File: src/rtl/if_id_reg_pkg.sv
// Shared constants for the IF/ID pipeline register and its fetch-address checker.
// Fetch-fault detection is compiled in only when IF_ID_FETCH_EXC_EN is defined.
package if_id_reg_pkg;
  localparam logic [4:0]  EXC_NONE  = 5'd0;
  localparam logic [4:0]  EXC_ADEL  = 5'd4;
  localparam logic [31:0] INSTR_NOP = 32'h0000_0000;
  localparam logic [31:0] PC_RESET  = 32'h0000_3000;
  localparam logic [31:0] IM_LO     = 32'h0000_3000;
  localparam logic [31:0] IM_HI     = 32'h0000_6FFC;
endpackage

File: src/rtl/if_id_reg_fetch_exc_chk.sv
// Combinational fetch-address checker: flags misaligned PCs and PCs outside
// the instruction memory window [IM_LO, IM_HI].
module fetch_exc_chk
  import if_id_reg_pkg::*;
(
  input  logic [31:0] PcF,
  output logic        fault
);
  always_comb begin
    fault = 1'b0;
    if ((PcF[1:0] != 2'b00) || (PcF < IM_LO) || (PcF > IM_HI)) fault = 1'b1;
  end
endmodule

File: src/rtl/if_id_reg.sv
// IF/ID pipeline register: reset > flush (CP0Req|EXLclr) > stall > load.
// Define IF_ID_FETCH_EXC_EN to tag faulting fetch PCs with AdEL.
module if_id_reg
  import if_id_reg_pkg::*;
(
  input  logic        clk,
  input  logic        reset,
  input  logic        stall,
  input  logic        CP0Req,
  input  logic        EXLclr,
  input  logic        isBJD,
  input  logic [31:0] InstrF,
  input  logic [31:0] PcF,
  output logic [31:0] InstrD,
  output logic [31:0] PcD,
  output logic [4:0]  ExcCodeD,
  output logic        BDD,
  output logic        ValidD
);
  logic [31:0] instr_d, instr_q;
  logic [31:0] pc_d, pc_q;
  logic [4:0]  exc_d, exc_q;
  logic        bd_d, bd_q;
  logic        valid_d, valid_q;
  logic        fault;
  logic        flush;

`ifdef IF_ID_FETCH_EXC_EN
  fetch_exc_chk u_chk (
    .PcF   (PcF),
    .fault (fault)
  );
`else
  assign fault = 1'b0;
`endif

  assign flush = CP0Req | EXLclr;

  always_comb begin
    instr_d = instr_q;
    pc_d    = pc_q;
    exc_d   = exc_q;
    bd_d    = bd_q;
    valid_d = valid_q;
    if (flush) begin
      // PC is kept so the bubble still carries a meaningful address
      instr_d = INSTR_NOP;
      exc_d   = EXC_NONE;
      bd_d    = 1'b0;
      valid_d = 1'b0;
    end else if (!stall) begin
      instr_d = fault ? INSTR_NOP : InstrF;
      exc_d   = fault ? EXC_ADEL : EXC_NONE;
      pc_d    = PcF;
      bd_d    = isBJD;
      valid_d = 1'b1;
    end
  end

  always_ff @(posedge clk) begin
    if (reset) begin
      instr_q <= INSTR_NOP;
      pc_q    <= PC_RESET;
      exc_q   <= EXC_NONE;
      bd_q    <= 1'b0;
      valid_q <= 1'b0;
    end else begin
      instr_q <= instr_d;
      pc_q    <= pc_d;
      exc_q   <= exc_d;
      bd_q    <= bd_d;
      valid_q <= valid_d;
    end
  end

  assign InstrD   = instr_q;
  assign PcD      = pc_q;
  assign ExcCodeD = exc_q;
  assign BDD      = bd_q;
  assign ValidD   = valid_q;
endmodule

File: config.mk
export PLATFORM = sky130hd
export DESIGN_NAME = if_id_reg
export DESIGN_NICKNAME = d
export VERILOG_FILES = /design/src/rtl/if_id_reg_pkg.sv /design/src/rtl/if_id_reg_fetch_exc_chk.sv /design/src/rtl/if_id_reg.sv
export SDC_FILE = /design/constraint.sdc
export NUM_CORES = 1
export LEC_CHECK = 0
export ABC_AREA = 1
export CAP_MARGIN = 20
export CELL_PAD_IN_SITES_DETAIL_PLACEMENT = 0
export CELL_PAD_IN_SITES_GLOBAL_PLACEMENT = 1
export CORE_MARGIN = 2
export CORE_UTILIZATION = 27
export DETAILED_ROUTE_END_ITERATION = 16
export PLACE_DENSITY = 0.87
export SLEW_MARGIN = 15
export SYNTH_ARGS = -nofsm -noshare
export SYNTH_HDL_FRONTEND = slang
export SYNTH_SLANG_ARGS = --single-unit
File: constraint.sdc
create_clock -name clk -period 0.9 [get_ports clk]
set_input_delay 0.18 -clock clk [delete_from_list [all_inputs] [get_ports clk]]
set_output_delay 0.18 -clock clk [all_outputs]
set_load 0.01 [all_outputs]
==> metrics.md <==
| Metric | Value |
|---|---|
| Crit path max-delay family | flip-flops |
| Chip width | 106 um |
| Antenna violations before repair | 0 |
| Via count | approximately 2800 |
| Multi-input logic area | around 1100 sq um |
| Ports | between 100 and 150 |
| Clock share of power | 0.356 |
| Pwr dens | between 1000 and 1500 nW/um^2 |
| Buffers on Ports | 135 |
| Setup WS post-layout | -0.0745 ns |
| Internal Power | between 0.005 and 0.006 W |
| Yosys cell types | 16 |
| Worst reg2reg setup slack | 0.06 ns |
| CTS root buffer | clkbuf_8 |
| DR vias/cell | 4.26 |
| Clock Latency Late Sink | 0.33 ns |
| Fin area | between 4000 and 5000 sq um |
| Vias in the first global route | approximately 2700 |
| Comb pwr share | 0.181 |
| Iter 0 DRT Violations | 100 |
| Sw frac | 0.244 |
| Max-Cap Viols | 0 |
| Worst Hold Class | input port to flop |
| Share of cells above drive strength 1 | 0.416 |
| Total negative slack | -3.44 ns |
| Starting Density | 0.274 |
| Antenna Nets Post-Route | 0 |
| Area Growth Syn to Fin | 75.4% |
| Clk sink count | 66 |
| Seq/Total Area, Yosys | 0.473 |
| Clock slew at reported path FFs | around 0.080 ns |
| Cell chain of the critical path | buf_6 |
| Post-Syn Area | 2790 sq um |
| Wire per inst | about 12 um |
| Area of placed instances | roughly 4300 sq um |
| Ys Warns | 0 |
| CTS Hold Bufs | 0 |
| Post-layout power | just under 0.007 W |
| GPL Wtd Cong | around 0.7 |
| Fin crit period | 0.975 ns |
| Largest net degree at the start of global routing | 35 |
| Kind of critical path | flop to primary output |
| Seq pwr share | 0.463 |
| Pins Over Slew Limit | 0 |
| Nets | around 590 |
| Final WL | roughly 8.0 mm |
| CP endpoint kind | primary output |
| Fin crit share | 1.08 |
| Worst Setup SP | PcD[17] |
| CP peak stage delay | 0.35 ns |
| LEAKAGE | 2.14 nW |
| Die height | 106 um |
| R2r startpoint | PcD[0] |
| Grt total ovfl | 0 |
| Req. time, crit path | just over 0.7 ns |
| Worst setup SP type | flop |
| #FFs+latches synth | 66 |
| Final Hold Viols | 0 |
| DRT Pass-1 Iters | 4 |
| CORE AREA | slightly above 10000 sq um |
| Number of cells on the critical path | 1 |
| Detailed Place HPWL | 5.34 mm |
| Diodes inserted | 0 |
| Inserted Clock Buffers | 9 |
| Crit path max-delay cell type | dfxtp_2 |
| Synth Instances | 360 |
| Synth Area per Inst | 7.76 sq um |
| Crit path capture | PcD[17] |
| TritonCTS clock tree | built |
| CP max FO | 2 |
| Filler cell count in the final layout | slightly below 1000 |
| Net switching power | 0.00165 W |
| Max Fclk | 1030 MHz |
| Worst Path Buf+Inv | 1 |
| Residual DRC | 0 |
| Arrival time at the worst endpoint | about 0.79 ns |
| Global-route wire length before repair | roughly 13 mm |
| Number of core rows | 37 |
| Register area | between 1000 and 1500 sq um |
| Tot GR Track Use | 0.139 |
| Crit Reg-Reg Endpoint | PcD[0] |
| Failing checks | negative setup slack |
| Outcome | finished with violations |
| Final setup viols | 66 |
| Place WS | -0.516 ns |
| Unrepaired setup endpoints after global routing | true |
| Die area | about 11000 sq um |
| CTS Buffer Depth | 2 |
| Worst vdd ir | about 590 uV |
| Final Skew | 0 ns |
| Worst reg2reg path depth | 4 |
| H-tree levels | 3 |
[routing by layer]
layer  up-vias  share of wire  GRT usage
met3        10          0.074     0.0445
li1       1422              -          -
met4         0          0.015     0.0536
met1      1244           0.47      0.179
met2       113           0.44      0.217
met5         -              0          0
[cells in the mapped netlist]
| cell | n | area [sq um] |
|---|---|---|
| dfxtp_1 | 66 | 1320 |
| nand2_4 | 1 | 11.3 |
| clkbuf_1 | 3 | 11.3 |
| a21oi_1 | 34 | 170 |
| nand3_1 | 34 | 170 |
| buf_2 | 9 | 45.0 |
| inv_1 | 30 | 113 |
| nand2_1 | 99 | 372 |
| a21oi_2 | 29 | 254 |
| nor2_8 | 1 | 20.0 |
| inv_4 | 1 | 6.26 |
| buf_4 | 11 | 82.6 |
| conb_1 | 1 | 3.75 |
| clkinv_1 | 1 | 3.75 |
| buf_6 | 8 | 90.1 |
| nor2_1 | 32 | 120 |
[cell usage in the layout (no fill, tap or decap)]
cell / instances
a21oi_1: 34
a21oi_2: 29
buf_12: 7
buf_16: 1
buf_4: 23
buf_6: 67
buf_8: 1
bufbuf_16: 1
bufinv_16: 1
clkbuf_1: 2
clkbuf_16: 2
clkbuf_2: 2
clkbuf_8: 10
clkdlybuf4s15_1: 1
clkdlybuf4s50_1: 66
clkinv_2: 2
conb_1: 5
dfxtp_2: 66
inv_1: 30
inv_2: 1
inv_4: 1
nand2_1: 99
nand2_8: 1
nand3_1: 34
nor2_1: 32
nor2_8: 1
[stage by stage]
stage / hold WS [ns] / instances / util
floorplan: 0.323 / 364 / -
finish: 0.376 / 655 / 0.481
CTS: 0.380 / 647 / 0.470
global placement: 0.442 / 625 / 0.426
global route: 0.381 / 655 / 0.481
detailed placement: 0.454 / 625 / 0.426
[cell type report]
cell class	instances	area share
Multi-Input combinational cell	235	0.234
Clock buffer	12	0.0296
Sequential cell	66	0.287
Inverter	32	0.0250
Clock inverter	3	0.00817
Tap cell	136	0.0347
Timing Repair Buffer	171	0.382
[kinds of logic after synthesis]
kind of cell / after synthesis / synth area share
simple gates: 167 / 0.248
flops: 66 / 0.473
compound gates: 63 / 0.152
buf+inv: 63 / 0.126
other cells: 1 / 0.00134
[worst min path at each step]
stage / cells after the start / from / endpoint / slack, ns
final: 5 / CP0Req / InstrD[25] / 0.38
after global routing: 5 / EXLclr / InstrD[21] / 0.38
after CTS: 3 / InstrF[13] / InstrD[13] / 0.38
after detailed placement: 2 / InstrD[26] / InstrD[26] / 0.45
after global placement: 2 / InstrD[26] / InstrD[26] / 0.44
after floorplan: 2 / InstrF[26] / InstrD[26] / 0.32
[state kept, by name, indices dropped and copies added, names as in the netlist]
| register | flops |
|---|---|
| PcD | 32 |
| ValidD | 1 |
| BDD | 1 |
| InstrD | 32 |
[power groups by stage]
stage,logic [W],registers (W),clock network [W]
after global routing,0.00133,0.00313,0.00261
after CTS,0.00118,0.00312,0.00249
after global placement,0.00110,0.00314,0
after floorplan,0.000457,0.00318,0
final,0.00122,0.00312,0.00240
after detailed placement,0.00111,0.00314,0
[what timing repair did]
action	CTS	global route
buffers inserted	5	6
cloned	2	2
endpoints found under the setup margin	132	101
pin swaps	2	1
resized for setup	401	13
No activity file was read; power rests on OpenSTA's default activity.
